## config.mk

```make
export PLATFORM = sky130hd
export DESIGN_NAME = vcfg_sequencer
export DESIGN_NICKNAME = d
export VERILOG_FILES = /design/src/rtl/vcfg_sequencer.sv
export SDC_FILE = /design/constraint.sdc
export NUM_CORES = 1
export LEC_CHECK = 0
export ABC_AREA = 1
export BUFFER_PORTS_ARGS = -buffer_cell sky130_fd_sc_hd__buf_2
export CAP_MARGIN = 20
export CORE_UTILIZATION = 52
export DETAILED_ROUTE_END_ITERATION = 10
export GPL_ROUTABILITY_DRIVEN = 0
export PLACE_DENSITY_LB_ADDON = 0.3
export SYNTH_ARGS = -nofsm -noshare
export SYNTH_HDL_FRONTEND = slang
export SYNTH_SLANG_ARGS = --single-unit
```

## constraint.sdc

```tcl
create_clock -name clk_i -period 12.1 [get_ports clk_i]
set_clock_uncertainty 0.05 [all_clocks]
set_input_delay 0.605 -clock clk_i [delete_from_list [all_inputs] [get_ports clk_i]]
set_output_delay 0.605 -clock clk_i [all_outputs]
set_load 0.005 [all_outputs]
```

## src/rtl/vcfg_sequencer.sv

```systemverilog
`default_nettype none
// +--------------------------------------------------------------------------+
// | Module      : vcfg_sequencer                                             |
// | Description : Owns vl / vtype / vstart. Executes vsetvli, vsetivli,      |
// |               vsetvl, vector-CSR reads and vstart writes from the        |
// |               dispatcher. Configuration changes wait for backend drain.  |
// | Revision    : 1.0 - initial release                                      |
// +--------------------------------------------------------------------------+
module vcfg_sequencer #(
   parameter int VLEN    = 4096,
   parameter int ELEN    = 64,
   parameter int VlWidth = $clog2(VLEN) + 1
) (
   input  logic               clk_i,
   input  logic               rst_i,
   input  logic               req_valid_i,
   output logic               req_ready_o,
   input  logic [31:0]        req_instr_i,
   input  logic [63:0]        req_rs1_i,
   input  logic [63:0]        req_rs2_i,
   input  logic               vec_busy_i,
   output logic               resp_valid_o,
   input  logic               resp_ready_i,
   output logic [63:0]        resp_result_o,
   output logic               resp_illegal_o,
   output logic [VlWidth-1:0] vl_o,
   output logic [8:0]         vtype_o,
   output logic [VlWidth-1:0] vstart_o
);

   localparam logic [6:0]  c_op_v       = 7'b1010111;
   localparam logic [6:0]  c_op_system  = 7'b1110011;
   localparam logic [2:0]  c_f3_opcfg   = 3'b111;
   localparam logic [2:0]  c_f3_csrrw   = 3'b001;
   localparam logic [2:0]  c_f3_csrrs   = 3'b010;
   localparam logic [11:0] c_csr_vstart = 12'h008;
   localparam logic [11:0] c_csr_vl     = 12'hC20;
   localparam logic [11:0] c_csr_vtype  = 12'hC21;
   localparam logic [11:0] c_csr_vlenb  = 12'hC22;
   localparam logic [2:0]  c_lmul_rsvd  = 3'b100;
   localparam logic [2:0]  c_lmul_f8    = 3'b101;
   localparam logic [2:0]  c_lmul_f4    = 3'b110;
   localparam logic [2:0]  c_lmul_f2    = 3'b111;
   localparam logic [2:0]  c_max_vsew   = 3'($clog2(ELEN) - 3);
   localparam logic [63:0] c_vlen       = 64'(VLEN);
   localparam logic [63:0] c_vlenb      = 64'(VLEN / 8);
   localparam logic [8:0]  c_vtype_vill = 9'h100;

   typedef enum logic [1:0] {
      ST_IDLE  = 2'd0,
      ST_DRAIN = 2'd1,
      ST_RESP  = 2'd2
   } state_t;

   state_t r_state;
   state_t w_state_nxt;

   logic               w_accept;
   logic               w_commit;

   logic [31:0]        r_instr;
   logic [63:0]        r_rs1;
   logic [63:0]        r_rs2;
   logic               r_is_vstart_wr;
   logic [VlWidth-1:0] r_vl;
   logic [8:0]         r_vtype;
   logic [VlWidth-1:0] r_vstart;
   logic [63:0]        r_resp_result;
   logic               r_resp_illegal;

   // ---------------- request decode (live inputs, used at acceptance) -------
   logic [6:0]  w_opcode;
   logic [2:0]  w_funct3;
   logic [4:0]  w_rs1f;
   logic [11:0] w_csr;
   logic        w_is_vset;
   logic        w_is_csr_read;
   logic        w_is_vstart_wr;
   logic        w_is_illegal;
   logic        w_needs_drain;
   logic [63:0] w_read_value;

   assign w_opcode = req_instr_i[6:0];
   assign w_funct3 = req_instr_i[14:12];
   assign w_rs1f   = req_instr_i[19:15];
   assign w_csr    = req_instr_i[31:20];

   // Classify the incoming instruction and prepare the CSR read value
   always_comb begin
      w_is_vset      = 1'b0;
      w_is_csr_read  = 1'b0;
      w_is_vstart_wr = 1'b0;
      w_read_value   = '0;
      if (w_opcode == c_op_v && w_funct3 == c_f3_opcfg) begin
         w_is_vset = (req_instr_i[31] == 1'b0) || (req_instr_i[31:30] == 2'b11) ||
                     (req_instr_i[31:25] == 7'b1000000);
      end
      if (w_opcode == c_op_system) begin
         if (w_funct3 == c_f3_csrrs && w_rs1f == 5'd0) begin
            w_is_csr_read = 1'b1;
            case (w_csr)
               c_csr_vl:     w_read_value = 64'(r_vl);
               c_csr_vtype:  w_read_value = {r_vtype[8], 55'd0, r_vtype[7:0]};
               c_csr_vlenb:  w_read_value = c_vlenb;
               c_csr_vstart: w_read_value = 64'(r_vstart);
               default:      w_is_csr_read = 1'b0;
            endcase
         end
         w_is_vstart_wr = (w_funct3 == c_f3_csrrw) && (w_csr == c_csr_vstart);
      end
   end

   assign w_needs_drain = w_is_vset | w_is_vstart_wr;
   assign w_is_illegal  = ~(w_is_vset | w_is_csr_read | w_is_vstart_wr);

   // ---------------- configuration computation (registered request) --------
   logic [4:0]  w_cfg_rs1f;
   logic [4:0]  w_cfg_rd;
   logic [63:0] w_vtype_raw;
   logic        w_high_bad;
   logic [63:0] w_avl;
   logic [2:0]  w_vsew;
   logic [2:0]  w_vlmul;
   logic        w_vill;
   logic [63:0] w_vlmax_base;
   logic [63:0] w_vlmax;
   logic [63:0] w_new_vl;

   assign w_cfg_rs1f = r_instr[19:15];
   assign w_cfg_rd   = r_instr[11:7];

   // Extract requested vtype, reserved-bit violations and AVL per instruction form
   always_comb begin
      w_vtype_raw = '0;
      w_high_bad  = 1'b0;
      w_avl       = '0;
      if (r_instr[31:30] == 2'b11) begin
         w_vtype_raw = 64'(r_instr[29:20]);
         w_high_bad  = |r_instr[29:28];
         w_avl       = 64'(w_cfg_rs1f);
      end else begin
         if (r_instr[31] == 1'b0) begin
            w_vtype_raw = 64'(r_instr[30:20]);
            w_high_bad  = |r_instr[30:28];
         end else begin
            w_vtype_raw = r_rs2;
            w_high_bad  = |r_rs2[62:8];
         end
         if (w_cfg_rs1f != 5'd0) begin
            w_avl = r_rs1;
         end else if (w_cfg_rd != 5'd0) begin
            w_avl = '1;
         end else begin
            w_avl = 64'(r_vl);
         end
      end
   end

   assign w_vsew  = w_vtype_raw[5:3];
   assign w_vlmul = w_vtype_raw[2:0];

   // Fractional LMUL needs SEW <= ELEN*LMUL, so each fraction caps the legal SEW
   always_comb begin
      w_vill = w_high_bad || (w_vsew > c_max_vsew) || (w_vlmul == c_lmul_rsvd) ||
               ((w_vlmul == c_lmul_f8) && (w_vsew > 3'd0)) ||
               ((w_vlmul == c_lmul_f4) && (w_vsew > 3'd1)) ||
               ((w_vlmul == c_lmul_f2) && (w_vsew > 3'd2));
   end

   assign w_vlmax_base = c_vlen >> (6'd3 + {3'd0, w_vsew});

   // Scale the per-register element count by LMUL
   always_comb begin
      w_vlmax = w_vlmax_base;
      case (w_vlmul)
         3'b001:  w_vlmax = w_vlmax_base << 1;
         3'b010:  w_vlmax = w_vlmax_base << 2;
         3'b011:  w_vlmax = w_vlmax_base << 3;
         3'b101:  w_vlmax = w_vlmax_base >> 3;
         3'b110:  w_vlmax = w_vlmax_base >> 2;
         3'b111:  w_vlmax = w_vlmax_base >> 1;
         default: w_vlmax = w_vlmax_base;
      endcase
   end

   assign w_new_vl = w_vill ? 64'd0 : ((w_avl < w_vlmax) ? w_avl : w_vlmax);

   // ---------------- control FSM ----------------
   // State register
   always_ff @(posedge clk_i or posedge rst_i) begin
      if (rst_i) begin
         r_state <= ST_IDLE;
      end else begin
         r_state <= w_state_nxt;
      end
   end

   // Next-state and handshake decode
   always_comb begin
      w_state_nxt = r_state;
      req_ready_o = 1'b0;
      w_accept    = 1'b0;
      w_commit    = 1'b0;
      case (r_state)
         ST_IDLE: begin
            req_ready_o = 1'b1;
            w_accept    = req_valid_i;
            if (req_valid_i) begin
               w_state_nxt = w_needs_drain ? ST_DRAIN : ST_RESP;
            end
         end
         ST_DRAIN: begin
            if (!vec_busy_i) begin
               w_commit    = 1'b1;
               w_state_nxt = ST_RESP;
            end
         end
         ST_RESP: begin
            if (resp_ready_i) begin
               w_state_nxt = ST_IDLE;
            end
         end
         default: w_state_nxt = ST_IDLE;
      endcase
   end

   // Capture the request on acceptance and commit configuration after drain
   always_ff @(posedge clk_i or posedge rst_i) begin
      if (rst_i) begin
         r_instr        <= '0;
         r_rs1          <= '0;
         r_rs2          <= '0;
         r_is_vstart_wr <= 1'b0;
         r_vl           <= '0;
         r_vtype        <= c_vtype_vill;
         r_vstart       <= '0;
         r_resp_result  <= '0;
         r_resp_illegal <= 1'b0;
      end else begin
         if (w_accept) begin
            r_instr        <= req_instr_i;
            r_rs1          <= req_rs1_i;
            r_rs2          <= req_rs2_i;
            r_is_vstart_wr <= w_is_vstart_wr;
            r_resp_illegal <= w_is_illegal;
            r_resp_result  <= w_is_csr_read ? w_read_value : 64'd0;
         end
         if (w_commit) begin
            if (r_is_vstart_wr) begin
               r_vstart      <= r_rs1[VlWidth-1:0];
               r_resp_result <= 64'(r_vstart);
            end else begin
               r_vl          <= w_new_vl[VlWidth-1:0];
               r_vtype       <= w_vill ? c_vtype_vill : {1'b0, w_vtype_raw[7:0]};
               r_vstart      <= '0;
               r_resp_result <= w_new_vl;
            end
         end
      end
   end

   assign resp_valid_o   = (r_state == ST_RESP);
   assign resp_result_o  = r_resp_result;
   assign resp_illegal_o = r_resp_illegal;
   assign vl_o           = r_vl;
   assign vtype_o        = r_vtype;
   assign vstart_o       = r_vstart;

   // Instruction fields that carry no information for this unit
   logic w_unused;
   assign w_unused = ^{req_instr_i[11:7], r_instr[14:12], r_instr[6:0], r_rs2[63]};

endmodule
`default_nettype wire

```

=== Yosys cells after proc, flatten, opt, wreduce, memory -nomap -nowiden ===
Index checks and enable logic that the tools add are counted.

* Logic and storage cells: 104
* Bits in registers: 262
* Input port bits: 165
* Output and inout port bits: 102

* Order comparisons: 5
* Bitwise operators: 6
* Reduce and logical (&&, ||, !) cells: 24
* Equality and inequality tests: 24
* Shifts and indexed selects: 1
* Muxes and demuxes: 33
* Add/subtract/negate cells: 1

{| class="wikitable"
|+ Operators with widths
! operator !! count
|-
| 64-bit two-way mux || 11
|-
| 64-bit one-hot mux with 6 select lines || 1
|-
| 64-bit one-hot mux with 4 select lines || 1
|-
| 64-bit < comparator || 1
|-
| 13-bit by 4-bit >> shifter with 64-bit output, first input constant || 1
|-
| 55-bit OR reduction || 1
|-
| 12-bit == test, second input constant || 3
|-
| 7-bit == test, second input constant || 3
|-
| 8-bit two-way mux || 2
|-
| 3-bit == test, second input constant || 5
|-
| 13-bit two-way mux || 1
|-
| 12-bit by 4-bit == test with 1-bit output, second input constant || 1
|-
| 1-bit two-way mux || 11
|-
| 5-bit nonzero test || 2
|-
| 3-bit by 2-bit == test with 1-bit output, second input constant || 3
|-
| 9-bit two-way mux || 1
|-
| 2-bit two-way mux || 4
|-
| 1-bit logical OR || 7
|-
| 2-bit == test, second input constant || 3
|-
| 3-bit by 1-bit == test with 1-bit output, second input constant || 2
|-
| 3-bit by 1-bit greater-than comparator with 1-bit output, second input constant || 2
|-
| 3-bit by 2-bit greater-than comparator with 1-bit output, second input constant || 2
|-
| 1-bit logical AND || 6
|-
| 2-bit one-hot mux with 3 select lines || 1
|-
| other kinds (14) || 19
|}

=== Depth between registers and ports, before layout ===
* Depth after elaboration: 11
* Depth in mapped cells: 23
* Mapped depth without buffers: 21

=== Least setup slack after synthesis ===
Ideal clock, no wire load.

* Path type: reg2reg
* Start point: reg r_instr[30]
* End point: reg r_vl[10] (netlist: vl_o[10])
* Cell stages (with the launch flop): 21
* Arrival time: 3.051 ns
* Library setup time: 0.130 ns
* Required time: 11.920 ns
* Buffers on the path: 2
* Path slack: 8.869 ns
* Path through: dfrtp_1 > inv_2 > nand2_4 > buf_6 > nand2_1 > nand2_1 > nor2_1 > clkinv_1 > o21ai_0 > ha_1 > a21oi_1 > nor2_1 > a211oi_1 > nor3b_1 > nor2_1 > nand2_1 > nor2_2 > buf_2 > nand3_1 > nand3_1 > o21ai_0

* Cells in the longest elaborated chain, start to end: 9
* Elaborated cells on any way between the ends: 31
* Those cells by class: 1 x add/sub; 5 x order compare; 8 x eq/ne; 1 x shift; 7 x mux; 9 x reduce/logical

{| class="wikitable"
|+ RTL lines
! what !! RTL line !! source
|-
| from (decl) || 61 || <nowiki>logic [31:0] r_instr;</nowiki>
|-
| from (signal assigned) || 241 || <nowiki>r_instr <= req_instr_i;</nowiki>
|-
| branches (longest 8 deep; another with 64-bit < comparator) || n/a ||
|-
| 64-bit two-way mux (*) || 186 || <nowiki>assign w_new_vl = w_vill ? 64'd0 : ((w_avl < w_vlmax) ? w_avl : w_vlmax);</nowiki>
|-
| to (signal assigned) || 253 || <nowiki>r_vl <= w_new_vl[VlWidth-1:0];</nowiki>
|-
| to (decl) || 65 || <nowiki>logic [VlWidth-1:0] r_vl;</nowiki>
|}

Every way passes the cells marked *.
A chain may end at the register's enable or synchronous reset.

=== Final worst setup path ===
* Start point: reg r_instr[31]
* End point: reg r_resp_result[10] (netlist: resp_result_o[10])

* Cells in the longest elaborated chain, start to end: 11
* Elaborated cells on any way between the ends: 33
* Those cells by class: 1 x add/sub; 5 x order compare; 8 x eq/ne; 1 x shift; 10 x mux; 8 x reduce/logical

{| class="wikitable"
|+ RTL lines
! what !! RTL line !! source
|-
| branches (longest 8 deep; another with 64-bit < comparator) || n/a ||
|-
| 64-bit two-way mux (*) || 186 ||
|-
| 64-bit two-way mux (*) || 249 || <nowiki>if (r_is_vstart_wr) begin</nowiki>
|-
| 64-bit two-way mux (*) || 248 || <nowiki>if (w_commit) begin</nowiki>
|-
| to (signal assigned) || 246 || <nowiki>r_resp_result <= w_is_csr_read ? w_read_value : 64'd0;</nowiki>
|-
| to (signal assigned) || 251 || <nowiki>r_resp_result <= 64'(r_vstart);</nowiki>
|-
| to (signal assigned) || 256 || <nowiki>r_resp_result <= w_new_vl;</nowiki>
|-
| to (decl) || 68 || <nowiki>logic [63:0] r_resp_result;</nowiki>
|}

Marks and branches as above.

==> impl_metrics.py <==
metrics = {
    "outcome": {
        "outcome": "complete, no violations",
    },
    "synth": {
        "postSynth.asyncResetShare_pct": 100,
        "ys_types": 45,
        "yosysTopAreaCell": "dfrtp_1",
        "synth_area_per_cell_um2": 8.15,
        "synth_edf_count": 0,
        "syn_area_um2": 11400,
        "ys_warn_count": 0,
        "ys.flop_type": "dfrtp_1",
        "yosys-top-cells-area": "dfrtp_1, nand2_1, inv_1, nor2_1, o21ai_0",
        "yosysTopAreaCellShare_pct": 54.9,
        "synth_cells": 1405,
        "ys_ff_latch": 252,
        "syn_nets": 1582,
        "synth_seq_area_share_pct": 55.1,
    },
    "route": {
        "dr.pass1.iters": 6,
        "viasPerCell": 5.32,
        "drc": 0,
        "wl_per_cell_um": 15.5,
        "routed_wl_um": 30100,
        "ant_nets": 0,
        "first_iter_violations": 735,
        "vias": 10323,
    },
    "timing": {
        "hold_viol": 0,
        "grt_setup_unrepaired": "false",
        "fmax_mhz": 224,
        "finalCritPeriodShare_pct": 36.8,
        "worst_pin_slew_ns": 1.10,
        "finalMaxSlewViolations": 0,
        "min_period_ns": 4.46,
        "setup_viol": 0,
        "tns_ns": 0,
        "slew_headroom_pct": 26.3,
    },
    "global_routing": {
        "antenna_found_initial": 8,
        "grt_usage_pct": 27.1,
        "grt_pass1_vias": 9853,
        "grt_max_degree": 119,
        "grt_pass1_wl_um": 48500,
        "grt_overflow": 0,
    },
    "cells_and_area": {
        "drive_above_1_share_pct": 20.1,
        "instances_no_fill": 1942,
        "fin_nets": 1826,
        "area_delta_synth_final_pct": 20.3,
        "utilization_pct": 64.7,
    },
    "pwr": {
        "ir_drop_mv": 0.150,
        "p_leak_nw": 7.42,
        "p_int_mw": 1.58,
        "seqPwrFrac_pct": 45.0,
        "net-switching-power_mw": 0.704,
        "power_frac_clock_pct": 33.4,
        "powerDensity_nw_per_um2": 166,
        "swShare_pct": 30.9,
        "power_frac_comb_pct": 21.6,
    },
    "setup_path": {
        "max_stage_delay_ns": 0.59,
        "reg2reg_depth": 19,
        "cp-startpoint": "r_instr[31]$_DFFE_PP0P_",
        "r2r_end": "resp_result_o[10]$_DFFE_PP0P_",
        "worstPathRequired_ns": 12.50,
        "cp-endpoint": "resp_result_o[10]$_DFFE_PP0P_",
        "worstPathArrival_ns": 4.86,
        "rrSetupSlack_ns": 7.64,
        "crit_type": "reg -> reg",
        "path_cells": "nand2_4, o21ai_2, inv_1, nor2_1, a21oi_1, o221ai_1, o21ai_0, ha_1, a21oi_1, nor2_1, a211oi_1, nor3b_1, nor2_1, nand2_1, nor2_2, nand2_2, nand2_1, nand3_1, a21oi_1",
        "cp_slowest_cell": "dfrtp_1",
        "cp_max_fo": 14,
        "start_kind": "flip-flop",
        "crit_path_end_kind": "flip-flop",
        "crit-reg2reg-launch": "r_instr[31]$_DFFE_PP0P_",
    },
    "die": {
        "num_io_pins": 267,
        "core_um2": 21300,
        "initial_core_util_pct": 53.8,
        "dieWidth_um": 150,
        "die_area_um2": 22600,
        "die_y_um": 150,
        "rows": 53,
    },
    "clock_network": {
        "root_buffer": "clkbuf_16",
        "cts_setup_buffers": 0,
        "numCtsBuffers": 27,
        "cts_sinks": 252,
        "clk_pin_slew_ns": 0.06,
        "clk_latency_ns": 0.53,
        "clock_path_buffers": 3,
        "cts_tree": "built",
        "cts-hold-fix-buffers": 0,
        "cts_resized": 0,
        "htree_levels": 1,
    },
    "run": {
        "max_cap_viol_count": 0,
    },
    "placement": {
        "dp.cells": 1894,
        "port_buffers": 265,
        "hpwl_um": 20900,
    },
    "hold_path": {
        "hp-class": "in -> async",
    },
}
## sequential cells by signal, summed over array words and instances, names as in the netlist
register        flops
vstart_o           13
r_rs1              64
r_state             2
resp_illegal_o      1
r_rs2              63
vl_o               13
r_is_vstart_wr      1
vtype_o             9
resp_result_o      64
r_instr            22
## power by group through the flow
stage	combinational, mW	sequential, mW	clock [mW]
finish	0.492	1.03	0.762
global route	0.563	1.04	0.810
CTS	0.488	1.02	0.778
detailed placement	0.485	1.04	0
global placement	0.472	1.03	0
floorplan	0.355	1.02	0
## cells in the final DEF (no fill, tap or decap), types with 2 or more instances in the layout
master,n
nand2_1,507
buf_2,265
dfrtp_1,251
inv_1,157
nor2_1,115
o21ai_0,72
a21oi_1,37
nand3_1,32
clkbuf_16,27
o31ai_1,25
o22ai_1,25
nor4_1,19
nand4_1,19
ha_1,12
nor3_1,8
nand2_2,6
a22oi_1,6
o221ai_1,6
a221oi_1,6
clkbuf_8,6
buf_4,6
nor2_2,5
a31oi_1,5
clkinv_2,5
diode_2,4
o211ai_1,4
clkbuf_1,4
inv_2,3
nand3b_1,3
a211oi_1,3
nand2_4,2
and3_1,2
mux2i_1,2
## per-layer routing
layer / track usage, % / wire (µm)
met5: 0 / 70
met2: 43.5 / 13700
met4: 7.68 / 718
met3: 7.06 / 2850
met1: 36.3 / 12800
## per-stage QoR
stage	area [µm²]	power, mW	worst slack [ns]	hold slack [ns]
floorplan	11400	1.38	4.52	0.394
global placement	12900	1.51	7.92	0.412
detailed placement	12900	1.52	7.86	0.416
CTS	13700	2.29	7.83	0.196
global route	13800	2.41	7.25	0.208
finish	13800	2.28	7.64	0.171
## cell usage after synthesis, types with 5 or more instances
library cell,instances
clkbuf_1,46
nand2_1,509
o31ai_1,25
a21oi_1,37
buf_2,6
ha_1,12
nand2_2,5
nor3_1,8
o21ai_0,72
a221oi_1,6
nor2_1,115
o221ai_1,6
a31oi_1,5
nor4_1,19
nor2_2,5
a22oi_1,6
nand3_1,32
o22ai_1,25
dfrtp_1,251
nand4_1,19
inv_1,158
## final cells by class
type	instances	area (µm²)
Timing Repair Buffer	272	1390
Fill cell	1845	7510
Clock inverter	6	32.5
Tap cell	275	344
Antenna cell	4	10.0
Sequential cell	252	6310
Inverter	163	622
Multi-Input combinational cell	933	4300
Clock buffer	37	773
## critical path, delay by kind of cell, from the launching register on
kind                     cells  cell delay [ns]
AO/OA/AOI/OAI                7             1.29
buffers and inverters        1             0.14
AND/OR/NAND/NOR             10             1.98
flip-flops                   1             0.59
adder cells (fa/ha/maj)      1             0.32
## logic make-up (layout without fill, tap and decap cells)
family	after synthesis	in the layout	share of synthesized area, %
AO/OA/AOI/OAI	197	197	10.4
buffers and inverters	220	478	7.44
AND/OR/NAND/NOR	722	722	25.6
adder cells (fa/ha/maj)	12	12	1.31
other	0	4	0
multiplexers	2	2	0.175
flip-flops	252	252	55.1
## worst min path at each step
| stage | startpoint | to | cells after the start |
|---|---|---|---|
| after floorplan | r_rs1[13]$_DFFE_PP0P_ | r_rs1[13]$_DFFE_PP0P_ | 2 |
| after global placement | r_rs1[33]$_DFFE_PP0P_ | r_rs1[33]$_DFFE_PP0P_ | 2 |
| after detailed placement | r_rs1[34]$_DFFE_PP0P_ | r_rs1[34]$_DFFE_PP0P_ | 2 |
| after CTS | req_rs2_i[51] | r_rs2[51]$_DFFE_PP0P_ | 3 |
| after global routing | req_rs2_i[57] | r_rs2[57]$_DFFE_PP0P_ | 3 |
| final | rst_i | resp_result_o[31]$_DFFE_PP0P_ | 2 |
(Power assumes the default switching activity.)
